**config.mk**
```make
export PLATFORM = sky130hd
export DESIGN_NAME = i2s_stream_ctrl
export DESIGN_NICKNAME = d
export VERILOG_FILES = /design/src/rtl/i2s_stream_ctrl.sv
export SDC_FILE = /design/constraint.sdc
export NUM_CORES = 1
export LEC_CHECK = 0
export ABC_AREA = 1
export BUFFER_PORTS_ARGS = -buffer_cell sky130_fd_sc_hd__buf_2
export CAP_MARGIN = 25
export CORE_ASPECT_RATIO = 0.7
export CORE_MARGIN = 2
export CORE_UTILIZATION = 36
export CTS_BUF_LIST = sky130_fd_sc_hd__clkbuf_2 sky130_fd_sc_hd__clkbuf_4 sky130_fd_sc_hd__clkbuf_8
export CTS_CLUSTER_SIZE = 24
export DETAILED_ROUTE_END_ITERATION = 8
export MAX_ROUTING_LAYER = met4
export PLACE_DENSITY = 0.78
export SKIP_CTS_REPAIR_TIMING = 1
export SLEW_MARGIN = 20
export SYNTH_ARGS = -nofsm -noshare
export SYNTH_HDL_FRONTEND = slang
export SYNTH_SLANG_ARGS = --single-unit
export TNS_END_PERCENT = 1
```
**constraint.sdc**
```tcl
create_clock -name clk_i -period 1.3 [get_ports clk_i]
set_input_delay 0.13 -clock clk_i [delete_from_list [all_inputs] [get_ports clk_i]]
set_output_delay 0.13 -clock clk_i [all_outputs]
set_load 0.01 [all_outputs]
```
**src/rtl/i2s_stream_ctrl.sv**
```systemverilog
// i2s_stream_ctrl: APB register-bus sequencer that configures the i2s block and streams samples through it.
// Ports: clk_i/rst_i (sync, active-high); start_i/stop_i session control; cfg_ctrl_i/cfg_div_i live config;
// tx_* valid/ready sample source; rx_* valid/ready sample sink; p* APB master port; busy_o, err_o (sticky).
// Build option: define I2S_STREAM_RX_EN to include the RX drain path (RXR reads, one-sample rx buffer).
module i2s_stream_ctrl (
    input  logic        clk_i,
    input  logic        rst_i,
    input  logic        start_i,
    input  logic        stop_i,
    input  logic [25:0] cfg_ctrl_i,
    input  logic [15:0] cfg_div_i,
    input  logic [31:0] tx_data_i,
    input  logic        tx_valid_i,
    output logic        tx_ready_o,
    output logic [31:0] rx_data_o,
    output logic        rx_valid_o,
    input  logic        rx_ready_i,
    output logic [31:0] paddr_o,
    output logic        psel_o,
    output logic        penable_o,
    output logic        pwrite_o,
    output logic [31:0] pwdata_o,
    input  logic [31:0] prdata_i,
    input  logic        pready_i,
    input  logic        pslverr_i,
    output logic        busy_o,
    output logic        err_o
);
    localparam logic [31:0] CTRL_ADDR = 32'h00;
    localparam logic [31:0] DIV_ADDR  = 32'h04;
    localparam logic [31:0] TXR_ADDR  = 32'h08;
    localparam logic [31:0] RXR_ADDR  = 32'h0C;
    localparam logic [31:0] STAT_ADDR = 32'h10;
    typedef enum logic [2:0] {IDLE, CFG_DIV, CFG_CTRL, POLL, WR_TX, RD_RX, STOP} state_e;
    state_e      state_q, state_d;
    logic        acc_q, acc_d;
    logic        stop_q, stop_d;
    logic        err_q, err_d;
    logic [31:0] txd_q, txd_d;
    logic        stop_now, rx_take, unused_bits;
    assign stop_now = stop_q | stop_i;
`ifdef I2S_STREAM_RX_EN
    logic [31:0] rxd_q, rxd_d;
    logic        rxv_q, rxv_d;
    assign rx_take     = !prdata_i[4] && !rxv_q;
    assign rx_data_o   = rxd_q;
    assign rx_valid_o  = rxv_q;
    assign unused_bits = cfg_ctrl_i[0];
`else
    assign rx_take     = 1'b0;
    assign rx_data_o   = '0;
    assign rx_valid_o  = 1'b0;
    assign unused_bits = ^{cfg_ctrl_i[0], rx_ready_i, prdata_i};
`endif
    always_comb begin
        state_d = state_q;
        acc_d   = acc_q;
        stop_d  = (state_q == IDLE || state_q == STOP) ? 1'b0 : stop_now;
        err_d   = err_q;
        txd_d   = txd_q;
`ifdef I2S_STREAM_RX_EN
        rxd_d   = rxd_q;
        rxv_d   = rxv_q && !rx_ready_i;
`endif
        if (state_q == IDLE) begin
            if (start_i) begin
                state_d = CFG_DIV;
                err_d   = 1'b0;
            end
        end else if (!acc_q) begin
            // setup phase; the TX sample is latched here so the source may move on
            acc_d = 1'b1;
            if (state_q == WR_TX) txd_d = tx_data_i;
        end else if (pready_i) begin
            acc_d = 1'b0;
            if (pslverr_i) begin
                err_d   = 1'b1;
                state_d = (state_q == STOP) ? IDLE : STOP;
            end else begin
                case (state_q)
                    CFG_DIV:  state_d = CFG_CTRL;
                    CFG_CTRL: state_d = POLL;
                    POLL:     state_d = stop_now ? STOP :
                                        rx_take ? RD_RX :
                                        (!prdata_i[3] && tx_valid_i) ? WR_TX : POLL;
                    WR_TX:    state_d = stop_now ? STOP : POLL;
`ifdef I2S_STREAM_RX_EN
                    RD_RX: begin
                        state_d = stop_now ? STOP : POLL;
                        rxd_d   = prdata_i;
                        rxv_d   = 1'b1;
                    end
`endif
                    STOP:     state_d = IDLE;
                    default:  state_d = IDLE;
                endcase
            end
        end
    end
    always_ff @(posedge clk_i) begin
        if (rst_i) begin
            state_q <= IDLE;
            acc_q   <= 1'b0;
            stop_q  <= 1'b0;
            err_q   <= 1'b0;
            txd_q   <= '0;
        end else begin
            state_q <= state_d;
            acc_q   <= acc_d;
            stop_q  <= stop_d;
            err_q   <= err_d;
            txd_q   <= txd_d;
        end
    end
`ifdef I2S_STREAM_RX_EN
    always_ff @(posedge clk_i) begin
        if (rst_i) begin
            rxd_q <= '0;
            rxv_q <= 1'b0;
        end else begin
            rxd_q <= rxd_d;
            rxv_q <= rxv_d;
        end
    end
`endif
    assign busy_o     = state_q != IDLE;
    assign err_o      = err_q;
    assign psel_o     = busy_o;
    assign penable_o  = acc_q;
    assign pwrite_o   = busy_o && state_q != POLL && state_q != RD_RX;
    assign tx_ready_o = state_q == WR_TX && !acc_q && tx_valid_i;
    assign paddr_o    = (state_q == CFG_DIV) ? DIV_ADDR :
                        (state_q == CFG_CTRL || state_q == STOP) ? CTRL_ADDR :
                        (state_q == POLL) ? STAT_ADDR :
                        (state_q == WR_TX) ? TXR_ADDR :
                        (state_q == RD_RX) ? RXR_ADDR : 32'h0;
    // in the WR_TX setup cycle the live sample is presented; afterwards the latched copy
    assign pwdata_o   = (state_q == CFG_DIV) ? {16'b0, cfg_div_i} :
                        (state_q == CFG_CTRL) ? {6'b0, cfg_ctrl_i[25:1], 1'b1} :
                        (state_q == STOP) ? {6'b0, cfg_ctrl_i[25:1], 1'b0} :
                        (state_q == WR_TX) ? (acc_q ? txd_q : tx_data_i) : 32'h0;
endmodule

```
==> results.md <==
- Status: finished, violations left
- Failing checks: negative setup slack
- Kind of critical path: reg -> out
- Commonest non-fill, non-tap cell in the layout: nand2_1
- CTS Buf Count: 5
- FP Rows: 26
- M1 WL: 3154 um
- Worst endpoint required time: 1.17 ns
- Number of clock sinks: 38
- Final setup violation count: 69
- Max Freq: 0.5782 GHz
- Yosys cell types: 22
- Fin. max-slew vios: 0
- Internal Power: 4400 uW
- Peak supply drop: 1.049 mV
- Final design utilization: 0.5606
- Power per cell area: 1920 nW/um^2
- CP startpoint: state_q[0]
- Post-DR vias/cell: 4.360
- Endpoints failing hold: 0
- Die Wd: 106.5 um
- Family with the most delay on the worst path: simple AND/OR/NAND/NOR gates
- CP max FO: 7
- Routability congestion estimate: 0.8439
- Grt total ovfl: 0
- Routed vias: 2,969
- DRT iter0 DRCs: 111
- Worst setup EP type: output port
- Area Overhead vs Synth: 52.79%
- Clock tree root driver cell: clkbuf_8
- Max Cap Viol: 0
- Residual DRC: 0
- Avg Synthesized Cell Area: 6.295 sq um
- Switching Fraction: 0.4339
- Worst skew pair latency: 0.28 ns
- Synth Register Bits: 38
- Die ar.: 8075 sq um
- First-pass DRT Iterations: 5
- Share of cells above drive strength 1: 0.4391
- Clock power share: 0.110
- P_leak: 0.002174 uW
- Hold-critical path depth: 3
- CP peak stage delay: 0.37 ns
- Worst reg2reg path endpoint: txd_q[29]
- Reg2reg start: state_q[0]
- Register area share after synthesis: 0.2871
- Setup slack after layout: -0.4295 ns
- Clock period minus worst slack: 1.730 ns
- Core ar.: 7222 sq um
- Clk slew on worst S/H paths: 0.08 ns
- Initial antenna violation count: 0
- Logic pwr share: 0.685
- Worst clock skew: 0.007937 ns
- RSZ-0062 raised after global routing: true
- Commonest non-fill, non-tap cells in the layout: nand2_1 (131), buf_2 (108), conb_1 (62), buf_4 (42), dfxtp_1 (36)
- Port Buffer Count: 121
- Final ANT Viol Nets: 0
- FF-to-FF setup slack: -0.17 ns
- Per-cell routed wire length: 11.15 um
- H-tree level count: 2
- End of the critical path: pwdata_o[14]
- Ys Warns: 0
- Max layer used: met4
- Buf/Inv on CP: 2
- Dpl ws: -0.1099 ns
- CTS tree: yes
- Top Ports: 217
- WP depth: 7
- Cell breakdown of the critical path: nor2_4, nand2_4, nor2_8, clkbuf_16, nand2_2, a31oi_2, buf_2
- Layout Nets: 696
- Post-Syn Instances: 421
- Chip height: 75.79 um
- Psw: 3373 uW
- Metal3 WL: 498 um
- FF-to-FF path depth: 8
- Period utilization: 1.330
- Worst hold margin: 0.1048 ns
- ANT cells: 0
- Vias in the first global route: 2,294
- Syn Std Cell Area: 2650 sq um
- Met2 WL: 3910 um
- CP arrival: 1.60 ns
- Critical path's slowest cell: dfxtp_4
- Clk buf depth: 2
- Pin count of the biggest net entering global routing: 29
- HPWL after DPL: 5203 um
- Flop pwr share: 0.205
- First-pass GRT wire length: 9798 um
- Starting Density: 0.3669
- Startpoint types: flop
- Final WL: 7593 um
- GR Util All Layers: 0.1533
- Hold crit path type: in -> reg
-- through the flow --
step | cell area (sq um) | power, uW | std cells | TNS (ns)
3_5_place_dp | 3491 | 6142 | 659 | -2.788
4_1_cts | 3586 | 7019 | 667 | -14.24
5_1_grt | 4049 | 8397 | 681 | -24.53
6_report | 4049 | 7774 | 681 | -18.20
2_1_floorplan | 2973 | 4489 | 482 | -0.1681
3_3_place_gp | 3491 | 6047 | 659 | -1.326
-- metal layers --
metal / GRT usage / up-vias
met4: 0.02886 / 0
met3: 0.03165 / 4
met2: 0.2785 / 116
met5: - / -
li1: - / 1516
met1: 0.1805 / 1333
-- tightest hold or removal path: stages --
cell and delay (ns):
buf_2 0.10, nand2_2 0.06, a21oi_1 0.06
-- kinds of logic after synthesis --
logic type | share of synthesized area
AO/OA/AOI/OAI | 0.1077
AND/OR/NAND/NOR | 0.3428
other | 0.001415
buffers and inverters | 0.2611
flip-flops | 0.2871
-- area by class of cell --
class | instances | area, sq um
clock buffers | 7 | 90.09
clock inverters | 1 | 5.005
fillers | 682 | 3173
inverters | 27 | 101.3
multi-input cells | 336 | 1734
flip-flops and latches | 38 | 768.2
well taps | 98 | 122.6
repair buffers | 174 | 1227
-- worst min path at each step --
| stage | startpoint | to | slack (ns) |
|---|---|---|---|
| final | tx_data_i[27] | txd_q[27] | 0.10 |
| after global routing | tx_data_i[27] | txd_q[27] | 0.10 |
| after CTS | tx_data_i[18] | txd_q[18] | 0.11 |
| after detailed placement | tx_data_i[18] | txd_q[18] | 0.42 |
| after global placement | tx_data_i[18] | txd_q[18] | 0.41 |
| after floorplan | stop_i | stop_q | 0.30 |
-- sequential cells by signal (all words and copies together) (netlist names) --
name and cells:
txd_q 32, err_o 1, penable_o 1, stop_q 1
state_q 3
-- power groups by stage --
stage / clock network, uW / registers [uW] / logic [uW]
5_1_grt: 951 / 1630 / 5820
3_3_place_gp: 0 / 1590 / 4460
2_1_floorplan: 0 / 1620 / 2870
3_5_place_dp: 0 / 1610 / 4530
6_report: 855 / 1590 / 5320
4_1_cts: 887 / 1580 / 4550
-- cells in the mapped netlist, drive strengths merged --
master  count  area share
nand3      20       0.038
nand2     168        0.24
nor2       30       0.056
nand4       1      0.0024
inv        27       0.038
o21ai       2      0.0038
a21oi      35       0.066
conb        1      0.0014
buf        78        0.22
nor3        2      0.0038
dfxtp      38        0.29
a31oi      16       0.038
clkbuf      3      0.0042
No activity file was read; power rests on OpenSTA's default activity.
